$ cat src/rtl/pifo_dequeue_ctrl.sv
// Purpose: consumer-side dequeue engine for a register PIFO, with optional rank-as-timestamp shaping and a drain/discard flush FSM.
// Latency: pifo_remove is combinational from the PIFO head; a removed entry appears on m_valid/m_rank/m_meta the following cycle.
// Backpressure: a 2-entry output buffer absorbs m_ready stalls; removes stop when it is full, and m_ready never reaches pifo_remove combinationally.
//
// Ports:
//   clk, rst                  rising-edge clock, synchronous active-high reset
//   en, shaping_en            dequeue enable; shaping (release when rank <= now, serial-number compare)
//   time_tick                 advance the internal time counter by one
//   flush                     drain and discard the PIFO and output buffer
//   pifo_valid/rank/meta      current PIFO head (combinational view)
//   pifo_remove               single-cycle pop of the PIFO head
//   m_valid/m_ready/m_rank/m_meta  downstream valid/ready stream
//   now                       current time counter
//   busy, flush_done          flush in progress; one-cycle pulse when flush completes
//   deq_count, drop_count     downstream handshakes (wraps); flushed PIFO entries (saturates)

module pifo_dequeue_ctrl #(
    parameter int RANK_W = 16,
    parameter int META_W = 12,
    parameter int CNT_W  = 16
) (
    input  logic              clk,
    input  logic              rst,
    input  logic              en,
    input  logic              shaping_en,
    input  logic              time_tick,
    input  logic              flush,
    input  logic              pifo_valid,
    input  logic [RANK_W-1:0] pifo_rank,
    input  logic [META_W-1:0] pifo_meta,
    output logic              pifo_remove,
    output logic              m_valid,
    input  logic              m_ready,
    output logic [RANK_W-1:0] m_rank,
    output logic [META_W-1:0] m_meta,
    output logic [RANK_W-1:0] now,
    output logic              busy,
    output logic              flush_done,
    output logic [CNT_W-1:0]  deq_count,
    output logic [CNT_W-1:0]  drop_count
);

    typedef enum logic {
        ST_RUN   = 1'b0,
        ST_FLUSH = 1'b1
    } state_t;

    state_t state_q;
    state_t state_d;

    // Output buffer: head register drives the stream directly, tail holds the
    // second entry while the head is stalled.
    logic [1:0]        buf_count_q;
    logic [1:0]        buf_count_d;
    logic [RANK_W-1:0] head_rank_q;
    logic [RANK_W-1:0] head_rank_d;
    logic [META_W-1:0] head_meta_q;
    logic [META_W-1:0] head_meta_d;
    logic [RANK_W-1:0] tail_rank_q;
    logic [RANK_W-1:0] tail_rank_d;
    logic [META_W-1:0] tail_meta_q;
    logic [META_W-1:0] tail_meta_d;

    logic [RANK_W-1:0] now_q;
    logic              flush_done_q;
    logic              flush_done_d;
    logic [CNT_W-1:0]  deq_count_q;
    logic [CNT_W-1:0]  drop_count_q;

    logic [RANK_W-1:0] rank_diff;
    logic              eligible;
    logic              xfer;
    logic              remove;
    logic              drop;

    // Serial-number compare: the head is due when (rank - now) is zero or
    // negative in two's complement, which stays correct across counter wrap
    // as long as the distance is below half the rank space.
    assign rank_diff = pifo_rank - now_q;
    assign eligible  = ~shaping_en | (rank_diff == '0) | rank_diff[RANK_W-1];

    assign xfer = (buf_count_q != 2'd0) & m_ready;

    // ------------------------------------------------------------------
    // Next-state, remove and buffer control
    // ------------------------------------------------------------------
    always_comb begin
        state_d      = state_q;
        remove       = 1'b0;
        drop         = 1'b0;
        flush_done_d = 1'b0;
        buf_count_d  = buf_count_q;
        head_rank_d  = head_rank_q;
        head_meta_d  = head_meta_q;
        tail_rank_d  = tail_rank_q;
        tail_meta_d  = tail_meta_q;

        case (state_q)
            ST_RUN: begin
                if (flush) begin
                    // A transfer in this cycle still completes (counted via
                    // xfer); whatever is left in the buffer is discarded.
                    state_d     = ST_FLUSH;
                    buf_count_d = 2'd0;
                end else begin
                    // Full buffer blocks the remove; a pop this cycle does not
                    // reopen it, keeping m_ready out of the remove path.
                    remove = en & pifo_valid & eligible & (buf_count_q != 2'd2);
                    case (buf_count_q)
                        2'd0: begin
                            if (remove) begin
                                head_rank_d = pifo_rank;
                                head_meta_d = pifo_meta;
                                buf_count_d = 2'd1;
                            end
                        end
                        2'd1: begin
                            if (remove && xfer) begin
                                head_rank_d = pifo_rank;
                                head_meta_d = pifo_meta;
                            end else if (remove) begin
                                tail_rank_d = pifo_rank;
                                tail_meta_d = pifo_meta;
                                buf_count_d = 2'd2;
                            end else if (xfer) begin
                                buf_count_d = 2'd0;
                            end
                        end
                        default: begin
                            if (xfer) begin
                                head_rank_d = tail_rank_q;
                                head_meta_d = tail_meta_q;
                                buf_count_d = 2'd1;
                            end
                        end
                    endcase
                end
            end

            ST_FLUSH: begin
                // Pop everything regardless of en/eligibility; nothing is
                // buffered. The first empty head ends the flush.
                remove = pifo_valid;
                drop   = pifo_valid;
                if (!pifo_valid) begin
                    state_d      = ST_RUN;
                    flush_done_d = 1'b1;
                end
            end

            default: begin
                state_d     = ST_RUN;
                buf_count_d = 2'd0;
            end
        endcase
    end

    // ------------------------------------------------------------------
    // State register
    // ------------------------------------------------------------------
    always_ff @(posedge clk) begin
        if (rst) begin
            state_q      <= ST_RUN;
            flush_done_q <= 1'b0;
        end else begin
            state_q      <= state_d;
            flush_done_q <= flush_done_d;
        end
    end

    // ------------------------------------------------------------------
    // Output buffer
    // ------------------------------------------------------------------
    always_ff @(posedge clk) begin
        if (rst) begin
            buf_count_q <= 2'd0;
            head_rank_q <= '0;
            head_meta_q <= '0;
            tail_rank_q <= '0;
            tail_meta_q <= '0;
        end else begin
            buf_count_q <= buf_count_d;
            head_rank_q <= head_rank_d;
            head_meta_q <= head_meta_d;
            tail_rank_q <= tail_rank_d;
            tail_meta_q <= tail_meta_d;
        end
    end

    // ------------------------------------------------------------------
    // Time base and statistics
    // ------------------------------------------------------------------
    always_ff @(posedge clk) begin
        if (rst) begin
            now_q        <= '0;
            deq_count_q  <= '0;
            drop_count_q <= '0;
        end else begin
            if (time_tick) begin
                now_q <= now_q + RANK_W'(1);
            end
            if (xfer) begin
                deq_count_q <= deq_count_q + CNT_W'(1);
            end
            if (drop && (drop_count_q != '1)) begin
                drop_count_q <= drop_count_q + CNT_W'(1);
            end
        end
    end

    // No pops while reset is asserted, so the PIFO is never disturbed by an
    // engine whose state is being reinitialised.
    assign pifo_remove = remove & ~rst;

    assign m_valid    = (buf_count_q != 2'd0);
    assign m_rank     = head_rank_q;
    assign m_meta     = head_meta_q;
    assign now        = now_q;
    assign busy       = (state_q == ST_FLUSH);
    assign flush_done = flush_done_q;
    assign deq_count  = deq_count_q;
    assign drop_count = drop_count_q;

endmodule

$ cat config.mk
export PLATFORM = sky130hd
export DESIGN_NAME = pifo_dequeue_ctrl
export DESIGN_NICKNAME = d
export VERILOG_FILES = /design/src/rtl/pifo_dequeue_ctrl.sv
export SDC_FILE = /design/constraint.sdc
export NUM_CORES = 1
export LEC_CHECK = 0
export ABC_AREA = 1
export CAP_MARGIN = 20
export CORE_MARGIN = 2
export CORE_UTILIZATION = 40
export CTS_CLUSTER_DIAMETER = 40
export CTS_CLUSTER_SIZE = 40
export DETAILED_ROUTE_END_ITERATION = 10
export PLACE_DENSITY = 0.67
export SYNTH_ARGS = -nofsm -noshare
export SYNTH_HDL_FRONTEND = slang
export SYNTH_SLANG_ARGS = --single-unit
export TNS_END_PERCENT = 20
$ cat constraint.sdc
create_clock -name clk -period 2.4 [get_ports clk]
set_input_delay 0.36 -clock clk [delete_from_list [all_inputs] [get_ports clk]]
set_output_delay 0.36 -clock clk [all_outputs]
set_load 0.02 [all_outputs]
# Word-level counts from Yosys, hierarchy flattened
# Index checks and enable logic that the tools add are counted.
[classes]
addsub = 4
n_eq_ne = 8
mux = 22
n_bitwise = 12
n_reduce_logical = 11
[op_table]
columns = ["operator", "count"]
rows = [
  ["adder 16 x 1 -> 16 bit, second input constant", 3],
  ["two-way mux 16 bit", 3],
  ["two-way mux 12 bit", 3],
  ["one-hot mux 16 bit (2 select lines)", 1],
  ["one-hot mux 12 bit (2 select lines)", 1],
  ["zero test 16 bit", 1],
  ["!= test 16 bit, second input constant", 1],
  ["subtractor 16 bit", 1],
  ["AND reduction 5 bit", 3],
  ["two-way mux 2 bit", 6],
  ["!= test 2 bit, second input constant", 3],
  ["!= test 3 bit, second input constant", 2],
  ["bitwise AND 1 bit", 5],
  ["two-way mux 1 bit", 5],
  ["inverter 1 bit", 5],
  ["!= test 4 bit, second input constant", 1],
  ["one-hot mux 1 bit (2 select lines)", 2],
  ["one-hot mux 2 bit (2 select lines)", 1],
  ["nonzero test 4 bit", 1],
  ["nonzero test 3 bit", 1],
  ["== test 2 x 1 -> 1 bit, second input constant", 1],
  ["logical AND 1 bit", 2],
  ["zero test 2 bit", 1],
  ["bitwise OR 1 bit", 2],
  ["2 further kinds", 2],
]
[totals]
register_bits = 108
input_bits = 36
out_inout_bits = 80
word_cells = 67

# Longest topological paths before layout
[depth]
depth_word = 10
ltp_mapped = 24
depth_no_buf = 24

# Worst setup path after synthesis
# No wires, ideal clock.
[synth_timing]
path_type = "reg-to-output"
startpoint = "register now_q[0] (netlist: now[0])"
endpoint = "output port pifo_remove"
t_arrival_ps = 2394
setup_slack_ps = -354
stages_incl_launch_ff = 20
path_buffers = 0
path_cell_list = "dfxtp_1 > ha_1 > fa_1 > inv_1 > nand2_1 > nand2_1 > nand3_2 > nand2_1 > nand2_1 > nand2_1 > nand3_1 > nor2_1 > nand2_1 > nor2_1 > nand2_1 > nand2_2 > nand2_4 > nor2_2 > nand2_1 > a21oi_1"
[synth_between]
elab_chain_len = 9
[synth_rtl]
columns = ["item", "line", "source"]
rows = [
  ["from (decl)", "64", "logic [RANK_W-1:0] now_q;"],
  ["from (signal assigned)", "200", "now_q <= now_q + RANK_W'(1);"],
  ["subtractor 16 bit (*)", "79", "assign rank_diff = pifo_rank - now_q;"],
  ["zero test 16 bit", "80", "assign eligible = ~shaping_en | (rank_diff == '0) | rank_diff[RANK_W-1];"],
  ["bitwise OR 1 bit", "80", ""],
  ["bitwise OR 1 bit (*)", "80", ""],
  ["bitwise AND 1 bit (*) (2 in series)", "108", "remove = en & pifo_valid & eligible & (buf_count_q != 2'd2);"],
  ["two-way mux 1 bit (*)", "100", "if (flush) begin"],
  ["one-hot mux 1 bit (2 select lines) (*)", "98", "case (state_q)"],
  ["bitwise AND 1 bit (*)", "213", "assign pifo_remove = remove & ~rst;"],
  ["to (decl)", "31", "output logic pifo_remove,"],
]
# Mark *: on every way between the ends. The rest lies on a longest branch, timed or not.

# Worst setup path after layout
[layout_timing]
startpoint = "input port pifo_rank[10]"
endpoint = "output port pifo_remove"
[layout_between]
elab_chain_len = 9
[layout_rtl]
columns = ["item", "line", "source"]
rows = [
  ["from (decl)", "29", "input logic [RANK_W-1:0] pifo_rank,"],
  ["subtractor 16 bit (*)", "79", ""],
  ["zero test 16 bit", "80", ""],
  ["bitwise OR 1 bit", "80", ""],
  ["bitwise OR 1 bit (*)", "80", ""],
  ["bitwise AND 1 bit (*) (2 in series)", "108", ""],
  ["two-way mux 1 bit (*)", "100", ""],
  ["one-hot mux 1 bit (2 select lines) (*)", "98", ""],
  ["bitwise AND 1 bit (*)", "213", ""],
]
# Marks and branches as above.

==> results.cfg <==
[status]
status = finished with violations
violations = setup timing

[global_routing]
grt_pass1_vias = 5682
met1_usage = 0.271
antenna_found_initial = 0
met2_usage = 0.349
grt_max_degree = 58
gr-total-overflow = 0
grt_pass1_wl_mm = 26.8
grtUsageTotal = 0.207
met3_usage = 0.0372
busiest_layer = met2

[sta]
finalCritPeriodShare = 1.25
maxSlewViolCount = 0
max_slew.worst_pin.slew_ps = 492
finalHoldViolations = 0
fin_ws_ps = -598
fmax_mhz = 334
setup_violations = 59
maxSlewHeadroom = 0.672
rsz0062_at_grt = true
finalClockSkew_ps = 12.9
layout_min_cycle_time_ps = 3000

[critical_path]
cp_max_fo = 4
critical_path_buf_inv_count = 2
critical_path_class = in2out
cp-end-kind = output pin
crit_slowest_cell = clkdlybuf4s50_1
cp.required_ps = 2040
crit_top_cell = nand2_1
max_stage_delay_ps = 580
critical_path.cell_chain = clkdlybuf4s50_1 > ha_4 > a21oi_1 > o21ai_0 > a21oi_1 > nand3_1 > nand2_1 > nand2_1 > nor2_1 > nand2_1 > nand2_2 > nand2_4 > nor2_4 > nand2_2 > a21oi_4 > buf_6
crit_arrival_ps = 2640
critPathTopFamily = buffers and inverters
start_kind = input port

[cts]
worstSkewPairLatency_ps = 360
cts_tree = done
clk_path_buf_depth = 2
clkTransAtPathRegs_ps = 80
cts_buffers = 9
h-tree-depth = 3
clockRootBuffer = clkbuf_16
clock_sinks = 108
cts.hold.buffers_added = 0

[floorplanning]
dieArea_sq_um = 15700
initial_utilization = 0.407
rows = 44
die_h_microns = 125
die_w_microns = 125
core_sq_um = 14400
io_pins = 116

[synth]
synth-main-ff-cell = dfxtp_1
synth_compound_area_frac = 0.149
synthXorXnorAreaFrac = 0.0104
avgSynthCellArea_sq_um = 6.83
synth.distinct_cells = 43
synth_area_leaders = dfxtp_1, nand2_1, inv_1
synth_most_common_cell = nand2_1
synth_top_family_by_area = simple AND/OR/NAND/NOR gates
yosysSeqAreaShare = 0.369
yosys.area.top_type = dfxtp_1
async_flop_share = 0
netlist.area_leader.share = 0.369
yosysWarnings = 0
synth_edf_count = 0
synth.area.mux_share = 0
synth-simple-area-share = 0.316
synthAdderAreaFrac = 0.0418
synth_nets = 914
synth_area_sq_um = 5870
netlist_instances = 859
ys_ff_latch = 108
synth_common_cells = nand2_1, inv_1, dfxtp_1

[cells_and_area]
diodes = 0
fin_nets = 1111
drive_gt1_frac = 0.245
nFillCells = 1342
area_delta_synth_final_pct = 48.8
fin_area_sq_um = 8730
utilization = 0.605

[place]
port_buffers = 115
dp_slack_ps = -1400
dpl_cell_area_sq_um = 7880
gp_congestion = 0.909
hpwl_mm = 11.9

[pwr]
p_seq_frac = 0.400
p_leak_nw = 3.55
combPwrFrac = 0.278
p_switching_mw = 1.52
p_sw_frac = 0.314
total_power_mw = 4.86
peakVddDrop_mv = 0.315
power_density_nw_per_um2 = 557
clkPwrFrac = 0.322
p_int_mw = 3.33

[detailed_routing]
detail_route.vias_per_cell = 4.84
drt_iter0_markers = 397
drt_wl_total_mm = 16.7
vias = 6021
routed_wire_length_per_instance_microns = 13.4
drtAntennaViolNets = 0
dr.pass1.iters = 5
drc = 0

[min_path]
worstHoldPathType = in2reg

[job]
cap_violations = 0
[metal layers]
| layer | wire (microns) | up-vias |
|---|---|---|
| met2 | 7790 | 128 |
| met1 | 7940 | 2708 |
| met4 | 260 | 0 |
| li1 | - | 3169 |
| met5 | 0 | - |
| met3 | 685 | 16 |
[cell usage in the layout, fill, tap and decap left out, types with 16 or more instances in the layout]
master	count
nand2_1	157
inv_1	111
clkdlybuf4s50_1	101
dfxtp_1	96
buf_4	87
a21oi_1	71
nor2_1	68
o21ai_0	54
nand3_1	45
nor2_2	43
o21ai_1	25
nand2_2	22
nor3_1	19
nand3_2	16
[repair_timing]
action | in CTS | in global routing
setup buffers | 3 | 5
endpoints found under the setup margin | 59 | 62
pin swaps | 10 | 9
endpoints found under the hold margin | 0 | 0
cloned | 1 | 2
gates resized for setup | 57 | 51
[stage by stage]
stage / hold WS, ps / setup TNS (ps) / std cells
after floorplan: 429 / -4300 / 859
after global routing: 457 / -33340 / 1245
after global placement: 437 / -53560 / 1220
after detailed placement: 443 / -59050 / 1220
final: 444 / -23000 / 1245
after CTS: 455 / -24070 / 1240
[path summary, 6_finish.rpt]
check | from | to | slack (ps) | cells after the start
hold / removal | pifo_rank[7] | tail_rank_q[7] | 440 | 3
hold reg to reg | tail_meta_q[10] | tail_meta_q[10] | 450 | 2
setup / recovery | pifo_rank[10] | pifo_remove | -600 | 16
setup reg to reg | now[0] | m_meta[1] | -510 | 23
[area by class of cell]
class / instances / area [sq um] / area share
clock buffers: 9 / 225 / 0.0258
inverters: 119 / 453 / 0.0519
clock inverters: 7 / 81.3 / 0.00932
flip-flops and latches: 108 / 2180 / 0.250
multi-input cells: 599 / 3440 / 0.394
repair buffers: 219 / 2120 / 0.243
well taps: 184 / 230 / 0.0264
[worst min-delay path, cell delays in order]
cell and delay [ps]:
dlymetal6s2s_1 200, o21ai_1 150, a21oi_1 40
[registers in the layout, indices dropped and copies added, names as in the netlist]
name / cells
flush_done: 1
buf_count_q: 2
m_rank: 16
busy: 1
m_meta: 12
now: 16
drop_count: 16
tail_meta_q: 12
deq_count: 16
tail_rank_q: 16
[kinds of logic after synthesis]
| family | after synthesis |
|---|---|
| xor gates and xnor gates | 7 |
| AOI/OAI and AO/OA | 168 |
| buffers and inverters | 152 |
| and+or+nand+nor | 405 |
| DFF | 108 |
| adders and majority gates | 19 |
[power groups by stage]
| stage | clock network [mW] | logic [mW] | registers [mW] |
|---|---|---|---|
| 5_1_grt | 1.67 | 1.48 | 1.96 |
| 4_1_cts | 1.60 | 1.27 | 1.94 |
| 2_1_floorplan | 0 | 0.619 | 2.07 |
| 3_3_place_gp | 0 | 1.17 | 1.98 |
| 6_report | 1.57 | 1.35 | 1.94 |
| 3_5_place_dp | 0 | 1.18 | 1.98 |
Power figures use the tool's default switching activity.
